[config.mk]
export PLATFORM = sky130hd
export DESIGN_NAME = uart_hex_dump
export DESIGN_NICKNAME = d
export VERILOG_FILES = /design/src/rtl/uart_dbg_pkg.sv /design/src/rtl/dbg_tick_gen.sv /design/src/rtl/uart_hex_dump.sv
export SDC_FILE = /design/constraint.sdc
export NUM_CORES = 1
export LEC_CHECK = 0
export CORE_AREA = 2 2 126 128
export CTS_CLUSTER_DIAMETER = 100
export DETAILED_ROUTE_END_ITERATION = 16
export DIE_AREA = 0 0 128 130
export PLACE_DENSITY_LB_ADDON = 0.2
export SLEW_MARGIN = 20
export SYNTH_ARGS = -nofsm -noshare
export SYNTH_HDL_FRONTEND = slang
export SYNTH_HIERARCHICAL = 1
export SYNTH_SLANG_ARGS = --single-unit
[constraint.sdc]
create_clock -name clk -period 2.7 [get_ports clk]
set_input_delay 0.54 -clock clk [delete_from_list [all_inputs] [get_ports clk]]
set_output_delay 0.54 -clock clk [all_outputs]
set_load 0.02 [all_outputs]
[src/rtl/uart_dbg_pkg.sv]
// Shared types and helpers for the hex-dump debug streamer.
package uart_dbg_pkg;

  typedef enum logic [2:0] {
    IDLE = 3'd0,
    HEX  = 3'd1,
    SEP  = 3'd2,
    CR   = 3'd3,
    LF   = 3'd4
  } dbg_state_e;

  localparam logic [7:0] ASCII_CR = 8'h0D;
  localparam logic [7:0] ASCII_LF = 8'h0A;

  // 4-bit value to uppercase ASCII hex digit.
  function automatic logic [7:0] hex_ascii(input logic [3:0] n);
    if (n < 4'd10) return 8'h30 + {4'h0, n};
    else           return 8'h37 + {4'h0, n};
  endfunction

endpackage

[src/rtl/dbg_tick_gen.sv]
// Periodic single-cycle tick; counter held at zero while disabled.
module dbg_tick_gen #(
  parameter int PERIOD_CYCLES = 20000000
) (
  input  logic i_clk,
  input  logic i_rst,
  input  logic i_enable,
  output logic o_tick
);

  generate
    if (PERIOD_CYCLES == 0) begin : g_off
      logic w_unused;
      assign w_unused = ^{i_clk, i_rst, i_enable};
      assign o_tick   = 1'b0;
    end else begin : g_on
      localparam int CW = (PERIOD_CYCLES > 1) ? $clog2(PERIOD_CYCLES) : 1;
      localparam logic [CW-1:0] LAST = CW'(PERIOD_CYCLES - 1);
      logic [CW-1:0] r_cnt;

      always_ff @(posedge i_clk or posedge i_rst) begin
        if (i_rst)                r_cnt <= '0;
        else if (!i_enable)       r_cnt <= '0;
        else if (r_cnt == LAST)   r_cnt <= '0;
        else                      r_cnt <= r_cnt + 1'b1;
      end

      assign o_tick = i_enable && (r_cnt == LAST);
    end
  endgenerate

endmodule

[src/rtl/uart_hex_dump.sv]
// Snapshots NUM_CH words and streams them as one ASCII hex line (SEP-separated, CR LF).
// tx_valid/tx_data are registered; a byte moves on a posedge with tx_valid & tx_ready,
// and both hold steady until that transfer happens.
module uart_hex_dump
  import uart_dbg_pkg::*;
#(
  parameter int         WORD_BITS     = 16,
  parameter int         NUM_CH        = 4,
  parameter int         PERIOD_CYCLES = 20000000,
  parameter logic [7:0] SEP_CHAR      = 8'h20
) (
  input  logic                        clk,
  input  logic                        rst,
  input  logic                        enable,
  input  logic                        trigger,
  input  logic [NUM_CH*WORD_BITS-1:0] data_in,
  output logic [7:0]                  tx_data,
  output logic                        tx_valid,
  input  logic                        tx_ready,
  output logic                        busy,
  output logic                        frame_done,
  output logic [7:0]                  overrun_cnt,
  output dbg_state_e                  o_dbg_state
);

  localparam int NIB = WORD_BITS / 4;
  localparam int DW  = NUM_CH * WORD_BITS;
  localparam int CHW = (NUM_CH > 1) ? $clog2(NUM_CH) : 1;
  localparam int NW  = (NIB > 1) ? $clog2(NIB) : 1;
  localparam logic [CHW-1:0] LAST_CH = CHW'(NUM_CH - 1);
  localparam logic [NW-1:0]  NIB_TOP = NW'(NIB - 1);

  generate
    if ((WORD_BITS % 4) != 0 || WORD_BITS < 4) begin : g_bad_word
      $error("uart_hex_dump: WORD_BITS must be a positive multiple of 4");
    end
    if (NUM_CH < 1 || NUM_CH > 16) begin : g_bad_ch
      $error("uart_hex_dump: NUM_CH must be 1..16");
    end
  endgenerate

  function automatic logic [3:0] nib_at(input logic [DW-1:0] v, input logic [CHW-1:0] c,
                                        input logic [NW-1:0] n);
    logic [DW-1:0] s;
    s = v >> (int'(c) * WORD_BITS + int'(n) * 4);
    return s[3:0];
  endfunction

  dbg_state_e     r_state, n_state;
  logic [DW-1:0]  r_snap, n_snap;
  logic [CHW-1:0] r_ch, n_ch;
  logic [NW-1:0]  r_nib, n_nib;
  logic [7:0]     r_tx_data, n_data;
  logic           r_tx_valid, n_valid;
  logic           r_busy, n_busy;
  logic           r_done, n_done;
  logic           r_pending, n_pend;
  logic [7:0]     r_ovr, n_ovr;

  logic w_tick, w_event, w_req, w_xfer;

  dbg_tick_gen #(.PERIOD_CYCLES(PERIOD_CYCLES)) u_tick (
    .i_clk    (clk),
    .i_rst    (rst),
    .i_enable (enable),
    .o_tick   (w_tick)
  );

  assign w_event = w_tick | trigger;
  assign w_req   = enable & (w_event | r_pending);
  assign w_xfer  = r_tx_valid & tx_ready;

  always_comb begin
    n_state = r_state;
    n_snap  = r_snap;
    n_ch    = r_ch;
    n_nib   = r_nib;
    n_data  = r_tx_data;
    n_valid = r_tx_valid;
    n_busy  = r_busy;
    n_done  = 1'b0;
    n_pend  = r_pending;
    n_ovr   = r_ovr;

    // Requests during a frame: remember one, count the rest as overruns.
    if (!enable) begin
      n_pend = 1'b0;
    end else if (r_state != IDLE && w_event) begin
      if (!r_pending)          n_pend = 1'b1;
      else if (r_ovr != 8'hFF) n_ovr  = r_ovr + 8'd1;
    end

    case (r_state)
      IDLE: begin
        if (w_req) begin
          n_snap  = data_in;
          n_ch    = '0;
          n_nib   = NIB_TOP;
          n_data  = hex_ascii(data_in[WORD_BITS-1 -: 4]);
          n_valid = 1'b1;
          n_busy  = 1'b1;
          n_pend  = 1'b0;
          n_state = HEX;
        end
      end
      HEX: begin
        if (w_xfer) begin
          if (r_nib != '0) begin
            n_nib  = r_nib - 1'b1;
            n_data = hex_ascii(nib_at(r_snap, r_ch, r_nib - 1'b1));
          end else if (r_ch != LAST_CH) begin
            n_data  = SEP_CHAR;
            n_state = SEP;
          end else begin
            n_data  = ASCII_CR;
            n_state = CR;
          end
        end
      end
      SEP: begin
        if (w_xfer) begin
          n_ch    = r_ch + 1'b1;
          n_nib   = NIB_TOP;
          n_data  = hex_ascii(nib_at(r_snap, r_ch + 1'b1, NIB_TOP));
          n_state = HEX;
        end
      end
      CR: begin
        if (w_xfer) begin
          n_data  = ASCII_LF;
          n_state = LF;
        end
      end
      LF: begin
        if (w_xfer) begin
          n_valid = 1'b0;
          n_busy  = 1'b0;
          n_done  = 1'b1;
          n_state = IDLE;
        end
      end
      default: n_state = IDLE;
    endcase
  end

  always_ff @(posedge clk or posedge rst) begin
    if (rst) begin
      r_state    <= IDLE;
      r_snap     <= '0;
      r_ch       <= '0;
      r_nib      <= '0;
      r_tx_data  <= '0;
      r_tx_valid <= 1'b0;
      r_busy     <= 1'b0;
      r_done     <= 1'b0;
      r_pending  <= 1'b0;
      r_ovr      <= '0;
    end else begin
      r_state    <= n_state;
      r_snap     <= n_snap;
      r_ch       <= n_ch;
      r_nib      <= n_nib;
      r_tx_data  <= n_data;
      r_tx_valid <= n_valid;
      r_busy     <= n_busy;
      r_done     <= n_done;
      r_pending  <= n_pend;
      r_ovr      <= n_ovr;
    end
  end

  assign tx_data     = r_tx_data;
  assign tx_valid    = r_tx_valid;
  assign busy        = r_busy;
  assign frame_done  = r_done;
  assign overrun_cnt = r_ovr;
  assign o_dbg_state = r_state;

endmodule

==> metrics.cfg <==
[status]
result_of_the_run = finished, final reports clean

[layout]
drive_above_1_share_pct = 26.4
multi_input_comb_area_sq_um = 3020
num_antenna_cells = 0
syn2layout_area_growth_pct = 33.0
seq_area_sq_um = 2850
design.final.nets = 721
fillCellCount = 1347
final_cell_count_no_fill = 850

[sta]
setup_viol_count_final = 0
fmax_mhz = 383
fin_worst_skew_ps = 4.28
hold_viol_final = 0
setup_slack_ps = 88.4
setup-tns-final_ps = 0
worst_pin_slew_ps = 540
timing.hold.ws_ps = 490
period_needed_ps = 2610
slew_headroom_pct = 63.7
final_worst_path_cycle_share_pct = 96.7
drv_slew = 0

[clock_tree]
max-clock-path-buffers = 2
clock-root-buffer = clkbuf_16
clock_tree.htree_level_count = 4
ctsHoldBuffers = 0
number_of_buffers_inserted_during_clock_tree_synthesis = 17
clock_latency_ps = 410
numClockSinks = 114
clkTransAtPathRegs_ps = 50
cts_tree = yes

[synth]
mappedNetlistNets = 596
synth_enable_flop_cells = 0
dominant_cells_by_area_after_synthesis = dfrtp_1 47%, mux2_2 11%, mux4_1 4.8%, mux4_2 3.7%, nor2_1 2.7%
synth_sequential_area_ratio_pct = 47.2
synth_area_per_cell_sq_um = 11.6
netlist.area_leader.share_pct = 47.2
postSynth.asyncResetShare_pct = 100
synth.ff_latch_count = 114
yosys.cell_types.count = 74
number_of_standard_cells_after_synthesis = 520
ys_dominant_reg_cell = dfrtp_1
synthDominantAreaCellType = dfrtp_1
yosysWarnings = 6
synthesis.area_sq_um = 6040

[floorplanning]
die_y_um = 130
design.die.area_sq_um = 16600
rows = 46
die_x_um = 128
initial_core_util_pct = 39.1
placeableCoreArea_sq_um = 15400
io_pins = 91

[critical_path]
crit_arrival_ps = 2960
endpoint_kind_of_the_worst_setup_timing_path = register
crit_path_cell_trace = inv_4 > ha_4 > mux4_2 > mux4_2 > clkinv_2 > ha_4 > inv_1 > nand4bb_1 > a21oi_1 > or2_1
critical_path.top_delay_family = multiplexers
worst-path-buf-inv = 3
cp_max_fo = 6
path_class = register to register
setup.worst_path.start_class = register
slowest_stage = mux4_2
slowest_delay_ps = 530
crit_required_ps = 3050

[power_and_ir_drop]
cellPowerDensity_nw_per_um2 = 1060
p_leak_nw = 3.43
ir_drop_v = 0.000607

[routing]
wl_um = 14400
detail_route.first_pass.iterations = 6
detailedRoute.firstIterationViolations = 296
antenna_violating_nets_post_route = 0
drcViolationCount = 0
vias_per_cell = 5.30
wire_per_inst_um = 16.9
route.vias.total = 4502

[placement]
place.gp.congestion = 0.894
count_of_input_and_output_buffers = 89
place.detailed.instances = 814
place_ws_ps = -19.1
dp_hpwl_um = 10600

[global_route]
globalRouteOverflowTotal = 0
grt_usage_pct = 18.0
grt_pass1_wl_um = 23200
first_global_vias = 4546
grt_start_max_net_pins = 90
number_of_antenna_violations_at_the_first_check_in_global_routing = 0

[flow_run]
maxCapViolations = 0

[worst_hold_path]
worst_hold_path_type = register to register

[final cells by class]
type / count / area share [%]
clock inverters: 13 / 1.70
well taps: 192 / 2.99
inverters: 18 / 0.935
clock buffers: 19 / 5.52
repair buffers: 133 / 15.7
multi-input cells: 361 / 37.6
flip-flops and latches: 114 / 35.5
[placed cells by master (no fill, tap or decap), drive strengths merged, types with 4 or more instances in the layout]
master | Yosys | routed
mux4 | 21 | 21
clkdlybuf4s50 | 0 | 89
mux2 | 63 | 63
and2 | 5 | 5
nor2b | 6 | 6
o211ai | 4 | 4
a21oi | 16 | 16
inv | 17 | 17
nand4 | 11 | 11
and3 | 7 | 7
clkinvlp | 0 | 8
o21ai | 22 | 22
nor2 | 46 | 46
clkinv | 1 | 4
ha | 7 | 7
nor3 | 9 | 9
nand2 | 40 | 40
nand3 | 22 | 22
clkbuf | 9 | 19
dfrtp | 114 | 114
mux2i | 4 | 4
o21a | 4 | 4
xnor2 | 11 | 11
xor2 | 13 | 13
a21boi | 5 | 5
buf | 18 | 44
[power breakdown]
| part | internal [mW] | leakage (nW) | switching (mW) |
|---|---|---|---|
| sequential | 2.32 | 1.42 | 0.421 |
| combinational | 1.97 | 1.75 | 1.67 |
| clock | 1.38 | 0.263 | 0.794 |
[sequential cells by signal, indices dropped and copies added, names as in the netlist]
name               cells
overrun_cnt            8
tx_data                7
u_tick/g_on.r_cnt     25
r_nib                  2
r_pending              1
o_dbg_state            3
r_snap                64
r_ch                   2
busy                   1
frame_done             1
[path summary, 6_finish.rpt]
path,cells past startpoint,slack (ps),startpoint,endpoint
hold / removal,1,490,r_snap[42]$_DFFE_PP0P_,r_snap[42]$_DFFE_PP0P_
setup reg to reg,10,90,r_nib[0]$_DFFE_PP0P_,tx_data[2]$_DFFE_PP0P_
min in group asynchronous,3,570,rst,u_tick/g_on.r_cnt[15]$_DFF_PP0_
hold reg to reg,1,490,r_snap[42]$_DFFE_PP0P_,r_snap[42]$_DFFE_PP0P_
setup / recovery,10,90,r_nib[0]$_DFFE_PP0P_,tx_data[2]$_DFFE_PP0P_
max in group asynchronous,3,1690,rst,tx_data[0]$_DFFE_PP0P_
[metal layers]
| metal | up-vias | track usage [%] | routed length, um |
|---|---|---|---|
| met5 | - | 0 | 0 |
| met1 | 2237 | 24.2 | 6680 |
| met2 | 110 | 28.8 | 6860 |
| li1 | 2140 | - | - |
| met3 | 15 | 4.59 | 653 |
| met4 | 0 | 6.01 | 190 |
[synthesized netlist by cell type (5+ instances only)]
| master | n |
|---|---|
| nand3_1 | 21 |
| nor3_1 | 8 |
| inv_1 | 17 |
| dfrtp_1 | 114 |
| clkbuf_1 | 9 |
| xor2_1 | 13 |
| nor2b_1 | 6 |
| o21ai_0 | 18 |
| a21oi_1 | 16 |
| mux4_2 | 10 |
| buf_2 | 9 |
| ha_1 | 7 |
| mux2_2 | 59 |
| nand4_1 | 10 |
| nor2_1 | 43 |
| xnor2_1 | 11 |
| mux4_1 | 11 |
| and3_1 | 5 |
| nand2_1 | 38 |
[per-stage QoR]
stage / total power, mW / util [%] / instance area, sq um
detailed placement: 6.22 / 47.8 / 7370
finish: 8.54 / 52.1 / 8030
CTS: 8.46 / 51.6 / 7970
global placement: 6.09 / 47.8 / 7370
global route: 9.05 / 52.1 / 8030
floorplan: 5.17 / - / 6100
[cell families after synthesis]
group	synth area share, %
adder cells (fa/ha/maj)	1.45
flip-flops	47.2
XOR/XNOR	3.48
AO/OA/AOI/OAI	7.81
multiplexers	20.9
other	0.0621
buffers and inverters	4.00
AND/OR/NAND/NOR	15.0
[timing repair]
action                     in CTS  in global routing
pin swaps                       1                  4
setup buffers                   1                  3
setup endpoints to repair       1                  6
gates resized for setup         1                 11
Power figures use the tool's default switching activity.
